<file path="src/rtl/approx_mul8_share_sched_pkg.sv">
// Shared constants and row reduction helper for the approximate multiplier scheduler.
package approx_mul8_share_sched_pkg;

   localparam int unsigned HA_B_W     = 7;
   localparam int unsigned HA_T_W     = 9;
   localparam int unsigned ROW_SUM_W  = 10;
   localparam int unsigned PART_W     = 12;
   localparam int unsigned PROD_W     = 16;
   localparam int unsigned ROW_SHIFT  = 2;
   localparam int unsigned PAIR_SHIFT = 2 * ROW_SHIFT;

   // Row value from the array's sum and carry vectors; max 1019 fits in 10 bits.
   function automatic logic [ROW_SUM_W-1:0] row_value(input logic [HA_B_W-1:0] b,
                                                      input logic [HA_T_W-1:0] t);
      return ROW_SUM_W'(t) + (ROW_SUM_W'(b) << ROW_SHIFT);
   endfunction

endpackage

</file>
<file path="src/rtl/approx_mul8_share_sched_rr_arbiter.sv">
// Round-robin arbiter: combinational one-hot grant, registered priority pointer.
module rr_arbiter #(
   parameter int unsigned NREQ = 4,
   parameter int unsigned IDW  = 2
) (
   input  logic            clk,
   input  logic            rst_n,
   input  logic [NREQ-1:0] req,
   input  logic            stall,
   output logic [NREQ-1:0] grant,
   output logic [IDW-1:0]  grant_id,
   output logic            grant_valid
);

   logic [IDW-1:0] rr_q, rr_d;

   always_comb begin
      int unsigned    pos;
      logic [IDW-1:0] idx;
      grant       = '0;
      grant_id    = '0;
      grant_valid = 1'b0;
      pos         = 0;
      idx         = '0;
      for (int unsigned i = 0; i < NREQ; i++) begin
         pos = 32'(rr_q) + i;
         if (pos >= NREQ) pos = pos - NREQ;
         idx = IDW'(pos);
         if (!grant_valid && !stall && req[idx]) begin
            grant_valid = 1'b1;
            grant[idx]  = 1'b1;
            grant_id    = idx;
         end
      end
   end

   always_comb begin
      rr_d = rr_q;
      if (grant_valid) begin
         rr_d = (grant_id == IDW'(NREQ - 1)) ? '0 : grant_id + IDW'(1);
      end
   end

   always_ff @(posedge clk or negedge rst_n) begin
      if (!rst_n) rr_q <= '0;
      else        rr_q <= rr_d;
   end

endmodule

</file>
<file path="src/rtl/approx_mul8_share_sched.sv">
// Shares one approximate 8x8 half-adder array among NREQ clients: arbitrate, register
// operands, reduce the four returned rows over two stages, and return the tagged product.
module approx_mul8_share_sched
   import approx_mul8_share_sched_pkg::*;
#(
   parameter int unsigned NREQ = 4,
   parameter int unsigned IDW  = 2
) (
   input  logic              clk,
   input  logic              rst_n,
   input  logic [NREQ-1:0]   req_valid,
   output logic [NREQ-1:0]   req_ready,
   input  logic [NREQ*8-1:0] req_x,
   input  logic [NREQ*8-1:0] req_y,
   output logic [7:0]        mul_x,
   output logic [7:0]        mul_y,
   input  logic [6:0]        ha_0_b,
   input  logic [6:0]        ha_1_b,
   input  logic [6:0]        ha_2_b,
   input  logic [6:0]        ha_3_b,
   input  logic [8:0]        ha_0_t,
   input  logic [8:0]        ha_1_t,
   input  logic [8:0]        ha_2_t,
   input  logic [8:0]        ha_3_t,
   output logic              res_valid,
   input  logic              res_ready,
   output logic [15:0]       res_data,
   output logic [IDW-1:0]    res_id,
   output logic              busy
);

   // Partials carry one bit beyond PART_W so out-of-range row vectors saturate, not wrap.
   localparam int unsigned PSUM_W = PART_W + 1;
   localparam int unsigned SUM_W  = PROD_W + 1;

   logic                 stall;
   logic [NREQ-1:0]      grant;
   logic [IDW-1:0]       grant_id;
   logic                 grant_valid;
   logic [7:0]           sel_x, sel_y;

   logic                 v0_q, v1_q, res_valid_q;
   logic [IDW-1:0]       id0_q, id1_q, res_id_q;
   logic [7:0]           mul_x_q, mul_y_q;
   logic [ROW_SUM_W-1:0] row0, row1, row2, row3;
   logic [PSUM_W-1:0]    p01_d, p23_d, p01_q, p23_q;
   logic [SUM_W-1:0]     sum;
   logic [PROD_W-1:0]    res_data_d, res_data_q;

   assign stall = res_valid_q & ~res_ready;

   rr_arbiter #(
      .NREQ (NREQ),
      .IDW  (IDW)
   ) u_arb (
      .clk         (clk),
      .rst_n       (rst_n),
      .req         (req_valid),
      .stall       (stall),
      .grant       (grant),
      .grant_id    (grant_id),
      .grant_valid (grant_valid)
   );

   assign req_ready = grant;

   always_comb begin
      sel_x = '0;
      sel_y = '0;
      for (int unsigned i = 0; i < NREQ; i++) begin
         if (grant[i]) begin
            sel_x = req_x[8*i +: 8];
            sel_y = req_y[8*i +: 8];
         end
      end
   end

   // S0: operand register feeding the shared array.
   always_ff @(posedge clk or negedge rst_n) begin
      if (!rst_n) begin
         v0_q    <= 1'b0;
         id0_q   <= '0;
         mul_x_q <= '0;
         mul_y_q <= '0;
      end else if (!stall) begin
         v0_q <= grant_valid;
         if (grant_valid) begin
            id0_q   <= grant_id;
            mul_x_q <= sel_x;
            mul_y_q <= sel_y;
         end
      end
   end

   assign row0  = row_value(ha_0_b, ha_0_t);
   assign row1  = row_value(ha_1_b, ha_1_t);
   assign row2  = row_value(ha_2_b, ha_2_t);
   assign row3  = row_value(ha_3_b, ha_3_t);
   assign p01_d = PSUM_W'(row0) + (PSUM_W'(row1) << ROW_SHIFT);
   assign p23_d = PSUM_W'(row2) + (PSUM_W'(row3) << ROW_SHIFT);

   // S1: row pair partial sums.
   always_ff @(posedge clk or negedge rst_n) begin
      if (!rst_n) begin
         v1_q  <= 1'b0;
         id1_q <= '0;
         p01_q <= '0;
         p23_q <= '0;
      end else if (!stall) begin
         v1_q <= v0_q;
         if (v0_q) begin
            id1_q <= id0_q;
            p01_q <= p01_d;
            p23_q <= p23_d;
         end
      end
   end

   assign sum        = SUM_W'(p01_q) + (SUM_W'(p23_q) << PAIR_SHIFT);
   assign res_data_d = sum[PROD_W] ? '1 : sum[PROD_W-1:0];

   // S2: output register.
   always_ff @(posedge clk or negedge rst_n) begin
      if (!rst_n) begin
         res_valid_q <= 1'b0;
         res_id_q    <= '0;
         res_data_q  <= '0;
      end else if (!stall) begin
         res_valid_q <= v1_q;
         if (v1_q) begin
            res_id_q   <= id1_q;
            res_data_q <= res_data_d;
         end
      end
   end

   assign mul_x     = mul_x_q;
   assign mul_y     = mul_y_q;
   assign res_valid = res_valid_q;
   assign res_id    = res_id_q;
   assign res_data  = res_data_q;
   assign busy      = v0_q | v1_q | res_valid_q;

endmodule
</file>
<file path="config.mk">
export PLATFORM = sky130hd
export DESIGN_NAME = approx_mul8_share_sched
export DESIGN_NICKNAME = d
export VERILOG_FILES = /design/src/rtl/approx_mul8_share_sched_pkg.sv /design/src/rtl/approx_mul8_share_sched_rr_arbiter.sv /design/src/rtl/approx_mul8_share_sched.sv
export SDC_FILE = /design/constraint.sdc
export NUM_CORES = 1
export LEC_CHECK = 0
export BUFFER_PORTS_ARGS = -buffer_cell sky130_fd_sc_hd__clkbuf_2
export CORE_MARGIN = 4
export CORE_UTILIZATION = 52
export DETAILED_ROUTE_END_ITERATION = 10
export PLACE_DENSITY = 0.86
export SLEW_MARGIN = 20
export SYNTH_ARGS = -nofsm -noshare
export SYNTH_HDL_FRONTEND = slang
export SYNTH_SLANG_ARGS = --single-unit
</file>
<file path="constraint.sdc">
create_clock -name clk -period 4.7 [get_ports clk]
set_input_delay 0.47 -clock clk [delete_from_list [all_inputs] [get_ports clk]]
set_output_delay 0.47 -clock clk [all_outputs]
set_load 0.005 [all_outputs]
</file>
After elaboration in Yosys (flattened, before gate mapping):

Index checks and enable logic that the tools add are counted.

* add/subtract/negate cells: 15
* multiply operators: 0
* divide/modulo/power cells: 0
* magnitude comparators: 12
* equal/unequal tests: 1
* shifts and indexed selects: 0
* muxes and demuxes: 42
* bitwise gates (word level): 8
* reduce and logical (&&, ||, !) cells: 18

Operators by type and width (number)
* two-way mux 8 bit: 8
* adder 9 x 9 -> 10 bit: 4
* adder 10 x 12 -> 13 bit: 2
* two-way mux 2 bit: 9
* adder 13 x 17 -> 17 bit: 1
* two-way mux 16 bit: 1
* two-way mux 4 bit: 4
* less-than comparator 2 x 3 -> 1 bit (second input constant): 4
* two-way mux 1 bit: 12
* OR 4 bit: 3
* logical AND 1 bit: 11
* greater-or-equal comparator 3 bit (second input constant): 3
* binary-select mux 1 bit (select 2 bit): 4
* demux 1 bit (select 2 bit): 4
* greater-or-equal comparator 2 x 1 -> 1 bit (second input constant): 4
* subtractor 2 x 1 -> 2 bit (second input constant): 4
* adder 2 x 2 -> 3 bit (second input constant): 2
* AND reduction 2 bit: 3
* logical NOT 1 bit: 4
* adder 2 x 1 -> 3 bit (second input constant): 1
* greater-or-equal comparator 2 x 3 -> 1 bit (second input constant): 1
* adder 2 x 1 -> 2 bit (second input constant): 1
* == test 2 bit (second input constant): 1
* inverter 1 bit: 2
* other kinds (2): 3

* register bits: 69
* bits in latches: 0
* memory bits (writable): 0
* memory bits (read-only): 0
* bits of input ports: 135
* output and inout port bits: 40
* logic and storage cells: 108
* memories: 0

Logic depth before layout (Yosys ltp):

* depth in word-level cells: 22
* mapped depth: 15
* mapped depth without buffers: 15

Cells and area by module:

From an unflattened synthesis, not the netlist that was laid out.

* cell total of the unflattened synthesis: 577
* area, all modules: 5469.0 um^2

By module, submodules not included
* approx_mul8_share_sched: times used 1, cells each 505, area each 4807.1 um^2, sequential area each 1676.6 um^2
* rr_arbiter: times used 1, cells each 72, area each 661.9 um^2, sequential area each 50.0 um^2

Worst setup path after synthesis:

OpenSTA, ideal clock, no wires.

* path kind: register to register
* from: register (tool-made name)
* to: register mul_x_q[0], in the netlist mul_x[0]
* setup time: 126 ps
* arrival time: 3260 ps
* slack: 1314 ps
* cell stages (with the launch flop): 14
* path buffers: 4
* clock period less this slack: 3386 ps
* cells stage by stage: dfrtp_1 clkbuf_1 inv_1 ha_1 buf_6 mux4_2 nor2b_2 a22o_1 a221o_2 and2_4 buf_6 buf_6 a22o_1 a221o_1

RTL lines
* end signal, assigned: RTL line approx_mul8_share_sched.sv:89 `mul_x_q <= sel_x;`
* end, declared: RTL line approx_mul8_share_sched.sv:44 `logic [7:0] mul_x_q, mul_y_q;`

==> metrics <==
Post-route DRC 0; critical path data required time 4.23 ns; crit end category primary output; detailed-routed wire length on met3 slightly above 1000 µm; I/O pin total 175; Hold Vio Cnt, Final 0; min Tclk post-route roughly 3.8 ns; P&R area growth vs syn 22.17%; H-tree depth 3; clock slew at reported path FFs 0.09 ns; placed wire-length estimate ~10,000 µm; Met2 Routed Length 6543 µm; Sw Share around two fifths; Pint around 2000 µW; post-route ant nets 0; #FFs+latches synth 69; final-report setup violation count 0; ys flop type dfrtp_1; # placed instances just over 800; WL final roughly 13,000 µm; Worst Path Arrival 3.35 ns; Mapped Nets 726; setup tns final 0 ns; Die X 108.2 µm; cell depth of the worst flop-to-flop path 9; Layout Nets a little under 900; CTS Buffer Depth 2; slew margin rel. between 20% and 30%; Vias 4,609; Core Region 9774 µm²; Worst Clk Skew 0.01320 ns; crit path max fanout 17; VDD IR max 282.7 µV; first-pass GRT wire length 20,530 µm; Sequential Power Share between 20 and 30%; pins over their slew limit 0; max_cap viols 0; Worst R2R Setup Slack ~0.92 ns; Iteration-0 DRC Markers roughly 220; clock share of power 14.4%; Tcrit/Tclk final 81.28%; total CTS buffers 9; Logic pwr share between 50% and 60%; Routed wire per std cell around 15 µm; Vias/cell 5.526; synthesized instance count 529; non-filler cells, final 834; Crit Path Class register to primary output; Register Area 1727 µm²; RSZ-0062 raised after global routing no; # rows 36; # port buffers 174; Post-CTS Resized 0; Psw ~1400 µW; Tightest Pin Transition 1.062 ns; GRT Total Usage 21.81%; Root Buffer clkbuf_8; CTS tree yes; Setup Buffers After CTS 0; Power per Cell Area 541.7 nW/µm²; Unique masters post-synth 55; Post-Syn Area between 5000 and 6000 µm²; ant diodes 0; Post-synth EDFFs 0; Routability Congestion 0.9114; total clock sinks between 60 and 70; max frequency 0.2618 GHz; max layer used met4; WL met1 4908 µm; cts hold-fix bufs 0; DIE AREA between 10,000 and 15,000 µm²; share of layout cells above drive strength 1 31.10%; initial antenna violation count 0; clk_lat worst skew 0.35 ns; starting density of the core 53.42%; R2R Path End mul_x[3]$_DFFE_PN0P_; largest net degree at the start of global routing 48; multi-input logic area about 3200 µm²; Pwr Total between 3000 and 4000 µW; TritonRoute pass-1 iters 4; CP Launch Type register; outcome completed; sequential area share after synthesis 33.07%; Hold WS approximately 0.18 ns; asr flop ratio synth 100.0%; DIE HEIGHT 108.2 µm; grt ovf 0; vias in the first global route approximately 4.5k; syn avg cell area 9.870 µm²; # fillers roughly 780; Worst Hold Class primary input to async pin; Warnings, synthesis 0; LEAKAGE 0.003212 µW
-- flip-flops by register name, indices dropped and copies added (netlist names), named ones only --
signal and count:
mul_y 8, v0_q 1, res_id 2, id0_q 2, p23_q 13, res_valid 1
u_arb.rr_q 1, v1_q 1, p01_q 13, res_data 16, id1_q 2, mul_x 8
-- kinds of logic (layout without fill, tap and decap cells) --
kind of cell	after synthesis	count (layout)	synth area share, %
AOI/OAI and AO/OA	159	159	22.74
and+or+nand+nor	130	130	12.05
DFF	69	69	33.07
adders and majority gates	62	62	17.59
buffers and inverters	62	234	5.224
xor gates and xnor gates	31	31	5.200
muxes	16	16	4.122
-- routing by layer --
| metal | vias up | track usage [%] |
|---|---|---|
| met5 | - | 0 |
| li1 | 2265 | - |
| met3 | 20 | 3.582 |
| met4 | 0 | 8.115 |
| met2 | 185 | 40.76 |
| met1 | 2139 | 24.87 |
-- synth_stat cells, types with 2 or more instances --
library cell / count / area [µm²]
or2_2: 3 / 18.77
inv_1: 40 / 150.1
or3_1: 4 / 25.02
buf_2: 2 / 10.01
and2_4: 2 / 17.52
buf_6: 5 / 56.30
nand2b_1: 5 / 31.28
mux2_2: 11 / 123.9
mux4_2: 2 / 45.04
nor3b_1: 4 / 30.03
nand3b_1: 2 / 15.01
o211a_1: 2 / 20.02
o21ai_0: 24 / 120.1
or3b_1: 2 / 17.52
o21a_1: 9 / 67.56
and3_1: 2 / 12.51
a221o_1: 17 / 170.2
o41ai_1: 6 / 52.55
a21oi_1: 21 / 105.1
a211oi_1: 3 / 22.52
o211ai_1: 2 / 15.01
nor3_1: 6 / 30.03
xor2_1: 11 / 96.34
xnor2_1: 20 / 175.2
nand2_1: 37 / 138.9
o21bai_1: 4 / 30.03
mux2i_1: 2 / 20.02
nand4_1: 2 / 12.51
nor2_1: 41 / 153.9
a31oi_1: 14 / 87.58
dfrtp_1: 69 / 1727
a22o_1: 34 / 297.8
a21o_1: 9 / 67.56
ha_1: 43 / 538.0
clkbuf_1: 15 / 56.30
nor4_1: 2 / 12.51
o31ai_1: 2 / 15.01
nor2b_1: 15 / 93.84
fa_1: 19 / 380.4
-- critical path, stage by stage (launching register included) --
cell and delay [ns]:
dfrtp_1 0.54, inv_1 0.24, ha_1 0.47, or3b_1 0.44, a2111oi_2 0.42, or2_2 0.22
a222oi_1 0.12, a21oi_2 0.16, buf_4 0.24, clkbuf_2 0.15
-- power by group through the flow --
stage / clock (µW) / combinational (µW) / sequential [µW]
after global routing: 532 / 2160 / 1050
final: 497 / 1940 / 1020
after global placement: 0 / 1830 / 1020
after floorplan: 0 / 1440 / 995
after CTS: 512 / 1940 / 1030
after detailed placement: 0 / 1910 / 1040
-- through the flow --
stage	cell area (µm²)	setup WS (ns)	utilization, %
finish	6379	0.8798	65.26
global route	6379	0.6708	65.26
CTS	6371	0.8953	65.18
detailed placement	6166	0.9819	63.08
global placement	6166	1.143	63.08
floorplan	5221	1.314	-
-- layout by cell type, fill, tap and decap left out, drive strengths merged, types with 18 or more instances in the layout --
cell,n
nand2,37
a221o,18
clkbuf,182
fa,19
xnor2,20
ha,43
a22o,34
inv,43
o21ai,25
dfrtp,69
a21oi,22
nor2,41
-- final cells by class --
class,instances,area share [%]
clock inverter,7,1.275
inverter,40,2.354
tap,133,2.609
multi-input combinational,398,50.63
sequential,69,27.07
clock buffer,9,1.942
timing repair buffer,178,14.12
-- worst max-delay path by stage --
stage | slack, ns | depth (start not counted) | end
global route | 0.67 | 9 | req_ready[1]
floorplan | 1.31 | 13 | mul_x[0]$_DFFE_PN0P_
global placement | 1.14 | 8 | mul_x[6]$_DFFE_PN0P_
CTS | 0.90 | 9 | req_ready[1]
detailed placement | 0.98 | 9 | mul_y[6]$_DFFE_PN0P_
finish | 0.88 | 9 | req_ready[1]
No activity file was read; power rests on OpenSTA's default activity.
